### config.mk
export PLATFORM = sky130hd
export DESIGN_NAME = id_exe_pipe_reg
export DESIGN_NICKNAME = d
export VERILOG_FILES = /design/src/rtl/id_exe_pipe_reg.sv
export SDC_FILE = /design/constraint.sdc
export NUM_CORES = 1
export LEC_CHECK = 0
export BUFFER_PORTS_ARGS = -buffer_cell sky130_fd_sc_hd__buf_2
export CAP_MARGIN = 20
export CORE_AREA = 2 2 125 127
export DETAILED_ROUTE_END_ITERATION = 8
export DIE_AREA = 0 0 127 129
export GPL_ROUTABILITY_DRIVEN = 1
export PLACE_DENSITY = 0.7
export SLEW_MARGIN = 25
export SYNTH_ARGS = -nofsm -noshare
export SYNTH_HDL_FRONTEND = slang
export SYNTH_SLANG_ARGS = --single-unit
### constraint.sdc
create_clock -name clk -period 0.9 [get_ports clk]
set_input_delay 0.09 -clock clk [delete_from_list [all_inputs] [get_ports clk]]
set_output_delay 0.09 -clock clk [all_outputs]
set_load 0.1 [all_outputs]
### src/rtl/id_exe_pipe_reg.sv
// -----------------------------------------------------------------------------
// id_exe_pipe_reg
//
// Pipeline register between the Instruction Decode and Execution stages.
// It captures the decoded control bits, the operand values, the shifter
// operand and the branch immediate on every rising clock edge. The captured
// values drive the Execution-stage inputs for one cycle.
//
// Edge priority is rst > flush > freeze > load.
//   rst / flush : every output clears, which forms a bubble.
//   freeze      : every output holds its current value.
//   load        : every output takes its input. When valid_in is low, the
//                 control bits are cleared and the data fields still load.
//
// Optional build macro: ID_EXE_FWD_SRC_EN
//   defined   : src1_out/src2_out are registered like the data fields, and
//               they are cleared on a bubble load.
//   undefined : src1_out/src2_out are tied to 0, and src1_in/src2_in are ignored.
//
// Ports
//   clk, rst                 rising-edge clock, synchronous active-high reset
//   freeze, flush            hazard stall, taken-branch squash
//   valid_in                 ID stage holds a real instruction
//   pc_in .. status_in       decoded instruction fields (see widths below)
//   src1_in, src2_in         source register numbers (optional feature)
//   *_out                    registered copies of the inputs
//   is_mem_out               registered (mem_r_en | mem_w_en)
// -----------------------------------------------------------------------------
module id_exe_pipe_reg #(
    parameter int DATA_W  = 32,
    parameter int SHOP_W  = 12,
    parameter int IMM24_W = 24
) (
    input  logic               clk,
    input  logic               rst,
    input  logic               freeze,
    input  logic               flush,
    input  logic               valid_in,
    input  logic [DATA_W-1:0]  pc_in,
    input  logic [DATA_W-1:0]  val_rn_in,
    input  logic [DATA_W-1:0]  val_rm_in,
    input  logic [SHOP_W-1:0]  shift_operand_in,
    input  logic               imm_in,
    input  logic [IMM24_W-1:0] signed_imm_24_in,
    input  logic [3:0]         dest_in,
    input  logic [3:0]         exe_cmd_in,
    input  logic               mem_r_en_in,
    input  logic               mem_w_en_in,
    input  logic               wb_en_in,
    input  logic               b_in,
    input  logic               s_in,
    input  logic [3:0]         status_in,
    input  logic [3:0]         src1_in,
    input  logic [3:0]         src2_in,
    output logic [DATA_W-1:0]  pc_out,
    output logic [DATA_W-1:0]  val_rn_out,
    output logic [DATA_W-1:0]  val_rm_out,
    output logic [SHOP_W-1:0]  shift_operand_out,
    output logic               imm_out,
    output logic [IMM24_W-1:0] signed_imm_24_out,
    output logic [3:0]         dest_out,
    output logic [3:0]         exe_cmd_out,
    output logic               mem_r_en_out,
    output logic               mem_w_en_out,
    output logic               wb_en_out,
    output logic               b_out,
    output logic               s_out,
    output logic [3:0]         status_out,
    output logic               valid_out,
    output logic               is_mem_out,
    output logic [3:0]         src1_out,
    output logic [3:0]         src2_out
);

    // Control bits to load this edge. They are qualified by valid_in so that
    // a bubble can never carry a side effect into EXE.
    logic ld_mem_r_en_s;
    logic ld_mem_w_en_s;
    logic ld_wb_en_s;
    logic ld_b_s;
    logic ld_s_s;
    logic ld_is_mem_s;

    // Qualify the incoming control bits with valid_in.
    always_comb begin
        ld_mem_r_en_s = valid_in & mem_r_en_in;
        ld_mem_w_en_s = valid_in & mem_w_en_in;
        ld_wb_en_s    = valid_in & wb_en_in;
        ld_b_s        = valid_in & b_in;
        ld_s_s        = valid_in & s_in;
        ld_is_mem_s   = valid_in & (mem_r_en_in | mem_w_en_in);
    end

    // Main pipeline register. Reset and flush share the bubble branch.
    always_ff @(posedge clk) begin
        if (rst || flush) begin
            pc_out            <= {DATA_W{1'b0}};
            val_rn_out        <= {DATA_W{1'b0}};
            val_rm_out        <= {DATA_W{1'b0}};
            shift_operand_out <= {SHOP_W{1'b0}};
            imm_out           <= 1'b0;
            signed_imm_24_out <= {IMM24_W{1'b0}};
            dest_out          <= 4'd0;
            exe_cmd_out       <= 4'd0;
            mem_r_en_out      <= 1'b0;
            mem_w_en_out      <= 1'b0;
            wb_en_out         <= 1'b0;
            b_out             <= 1'b0;
            s_out             <= 1'b0;
            status_out        <= 4'd0;
            valid_out         <= 1'b0;
            is_mem_out        <= 1'b0;
        end else if (!freeze) begin
            pc_out            <= pc_in;
            val_rn_out        <= val_rn_in;
            val_rm_out        <= val_rm_in;
            shift_operand_out <= shift_operand_in;
            imm_out           <= imm_in;
            signed_imm_24_out <= signed_imm_24_in;
            dest_out          <= dest_in;
            exe_cmd_out       <= exe_cmd_in;
            mem_r_en_out      <= ld_mem_r_en_s;
            mem_w_en_out      <= ld_mem_w_en_s;
            wb_en_out         <= ld_wb_en_s;
            b_out             <= ld_b_s;
            s_out             <= ld_s_s;
            status_out        <= status_in;
            valid_out         <= valid_in;
            is_mem_out        <= ld_is_mem_s;
        end else begin
            // Freeze: every output holds its value. This also applies to a
            // bubble that was inserted while freeze was high.
            pc_out            <= pc_out;
            val_rn_out        <= val_rn_out;
            val_rm_out        <= val_rm_out;
            shift_operand_out <= shift_operand_out;
            imm_out           <= imm_out;
            signed_imm_24_out <= signed_imm_24_out;
            dest_out          <= dest_out;
            exe_cmd_out       <= exe_cmd_out;
            mem_r_en_out      <= mem_r_en_out;
            mem_w_en_out      <= mem_w_en_out;
            wb_en_out         <= wb_en_out;
            b_out             <= b_out;
            s_out             <= s_out;
            status_out        <= status_out;
            valid_out         <= valid_out;
            is_mem_out        <= is_mem_out;
        end
    end

`ifdef ID_EXE_FWD_SRC_EN
    // Source register numbers for forwarding. They are cleared on a bubble so
    // that the forwarding unit never matches against an instruction that
    // does not exist.
    logic [3:0] ld_src1_s;
    logic [3:0] ld_src2_s;

    // Clear the source numbers when no real instruction is loaded.
    always_comb begin
        ld_src1_s = 4'd0;
        ld_src2_s = 4'd0;
        if (valid_in) begin
            ld_src1_s = src1_in;
            ld_src2_s = src2_in;
        end else begin
            ld_src1_s = 4'd0;
            ld_src2_s = 4'd0;
        end
    end

    // Source-number register, with the same priority as the main register.
    always_ff @(posedge clk) begin
        if (rst || flush) begin
            src1_out <= 4'd0;
            src2_out <= 4'd0;
        end else if (!freeze) begin
            src1_out <= ld_src1_s;
            src2_out <= ld_src2_s;
        end else begin
            src1_out <= src1_out;
            src2_out <= src2_out;
        end
    end
`else
    // With forwarding disabled, the source numbers are ignored.
    logic unused_src_s;
    assign unused_src_s = ^{src1_in, src2_in};
    assign src1_out     = 4'd0;
    assign src2_out     = 4'd0;
`endif

endmodule

==> metrics.yaml <==
outcome:
  status: "finished, violations left"
  violations: "negative setup slack"
worst_setup_path:
  crit_arrival_ns: 1.40
  end_kind: "register"
  critical_path_class: "register to register"
  cp_max_fo: 2
  crit_required_ns: 1.19
  cp-start-kind: "register"
route:
  routed_via_density: 4.85
  wl_mm: 24.2
  wl_per_cell_um: 20.3
  first_pass_iters: 4
  postRouteAntennaNets: 0
  dr_total_vias: 5785
  drc: 0
  drtIter0Drc: 278
power_and_ir_drop:
  seqPwrFrac_pct: 37.9
  switching_share_pct: 32.1
  power.density_nw_per_um2: 1490
  power_frac_comb_pct: 25.5
  netSwitchingPower_w: 0.00587
  peakVddDrop_mv: 1.35
  p_int_w: 0.0124
  power_leakage_nw: 5.48
  clkPwrFrac_pct: 36.7
finish:
  stdcell_area_sq_um: 12300
  post-route-util_pct: 82.1
  layout.cells.most_common_list: "buf_12 (159), buf_2 (153), nor2_1 (151), dfxtp_4 (151), dlygate4sd3_1 (150)"
  antenna_cells: 0
  stdcell_count: 1193
  layout-drive-gt1-share_pct: 53.4
  layout_commonest_cell: "buf_12"
  area_delta_synth_final_pct: 125
  layout.nets: 1155
cts:
  cts_root_buffer: "clkbuf_16"
  cts.sinks: 152
  cts_tree: "done"
  cts_buffers: 17
  clk_path_buf_depth: 2
  clk_pin_slew_ns: 0.07
  clock_latency_ns: 0.40
  htreeDepth: 4
global_routing:
  grt_use_met2_pct: 52.3
  antenna_found_initial: 0
  grt_usage_pct: 27.3
  use_met3_pct: 8.52
  grt-ovfl-total: 0
  grt_max_degree: 57
  grt_pass1_wl_mm: 34.3
  grt_pass1_vias: 6322
  met1_usage_pct: 26.8
  grt_busiest_layer: "met2"
synth:
  ys_seq_area_share_pct: 55.6
  ys_types: 14
  synth_area_leaders: "dfxtp_1 (56%), mux2i_1 (27%), nor2_1 (10%)"
  syn_inst: 502
  synth-seq-cells: 152
  yosys_warnings: 0
  syn_area_sq_um: 5470
  synth_top_area_cell: "dfxtp_1"
  netlist.area_leader.share_pct: 55.6
  avgSynthCellArea_sq_um: 10.9
placed_design:
  place_ws_ns: -0.111
  io_buffer_count: 306
  placed_cells: 986
  gp_congestion: 0.764
  dpl_cell_area_sq_um: 10100
  hpwl_mm: 12.6
die:
  row_count: 45
  initial_core_util_pct: 36.5
  io_pins: 323
  die_area_sq_um: 16400
  die_x_um: 127
  core_sq_um: 15000
  die_h_um: 129
sta:
  drv_slew: 0
  finalSetupTns_ns: -20.37
  setup_slack_ns: -0.208
  setup_viol: 157
  clock_skew_ns: 0
  rsz0062_at_grt: "yes"
  fmax_mhz: 903
  finalCriticalPeriod_ns: 1.11
  hold_viol: 0
  fin_crit_sh_pct: 123
flow_run:
  cap_violations: 0
min_path:
  min_path_type: "input pin to register"
[sequential cells by signal, summed over array words and instances (netlist names)]
name	count
dest_out	4
status_out	4
wb_en_out	1
is_mem_out	1
pc_out	32
mem_r_en_out	1
exe_cmd_out	4
val_rn_out	32
s_out	1
mem_w_en_out	1
valid_out	1
imm_out	1
shift_operand_out	12
signed_imm_24_out	24
b_out	1
val_rm_out	32
[worst paths after layout]
check / cells after the start / slack, ns / from / end
hold reg to reg: 2 / 0.51 / is_mem_out / is_mem_out
setup / recovery: 4 / -0.21 / signed_imm_24_out[7] / signed_imm_24_out[7]
setup reg to reg: 4 / -0.21 / signed_imm_24_out[7] / signed_imm_24_out[7]
hold / removal: 3 / 0.1 / freeze / status_out[2]
[power by group through the flow]
stage	registers [W]	logic, W	clock network, W
global route	0.00693	0.00479	0.00712
CTS	0.00689	0.00447	0.00670
finish	0.00691	0.00465	0.00670
detailed placement	0.00704	0.00392	0
global placement	0.00703	0.00388	0
floorplan	0.00851	0.000938	0
[repair_timing]
action	in CTS	in global routing
pin swaps	0	0
hold buffers	150	0
endpoints found under the setup margin	152	152
hold endpoints to repair	151	0
resized for setup	0	1
setup buffers	8	17
[critical path, stage by stage (launching register included)]
cell and delay [ns]:
dfxtp_4 0.36, buf_4 0.13, buf_4 0.13, mux2i_2 0.24, nor2_1 0.12
[through the flow]
step | hold slack, ns | total power, W
final | 0.0990 | 0.0183
after global placement | 0.315 | 0.0109
after floorplan | 0.233 | 0.00945
after detailed placement | 0.326 | 0.0110
after global routing | 0.0819 | 0.0188
after CTS | 0.0440 | 0.0181
[cell usage after synthesis]
library cell  instances
o21ai_0               1
buf_2                 8
mux2i_1             145
or2_1                 1
and2b_1               1
conb_1                1
buf_6                18
dfxtp_1             152
nand2_1               1
buf_4                 9
clkbuf_1              7
nor2_1              151
a22oi_1               5
a21oi_1               2
[per-layer routing]
metal  up-vias  share of wire, %
li1       2634                 -
met1      2761                33
met2       314                54
met3        76               8.0
met4         0               4.4
met5         -                 0
[cell type report]
class                   instances  area (sq um)
fillers                       651          2680
multi-input cells             315          2120
repair buffers                506          5790
clock inverters                14           108
flip-flops and latches        152          3610
clock buffers                  18           429
well taps                     188           235
[cells by family (layout without fill, tap and decap cells)]
logic type / count (synthesis) / after routing / synth area share (%)
flip-flops: 152 / 152 / 55.6
AO/OA/AOI/OAI: 8 / 8 / 0.960
AND/OR/NAND/NOR: 154 / 154 / 10.7
other: 1 / 8 / 0.0685
multiplexers: 145 / 145 / 26.5
buffers and inverters: 42 / 538 / 6.15
(Power assumes the default switching activity.)
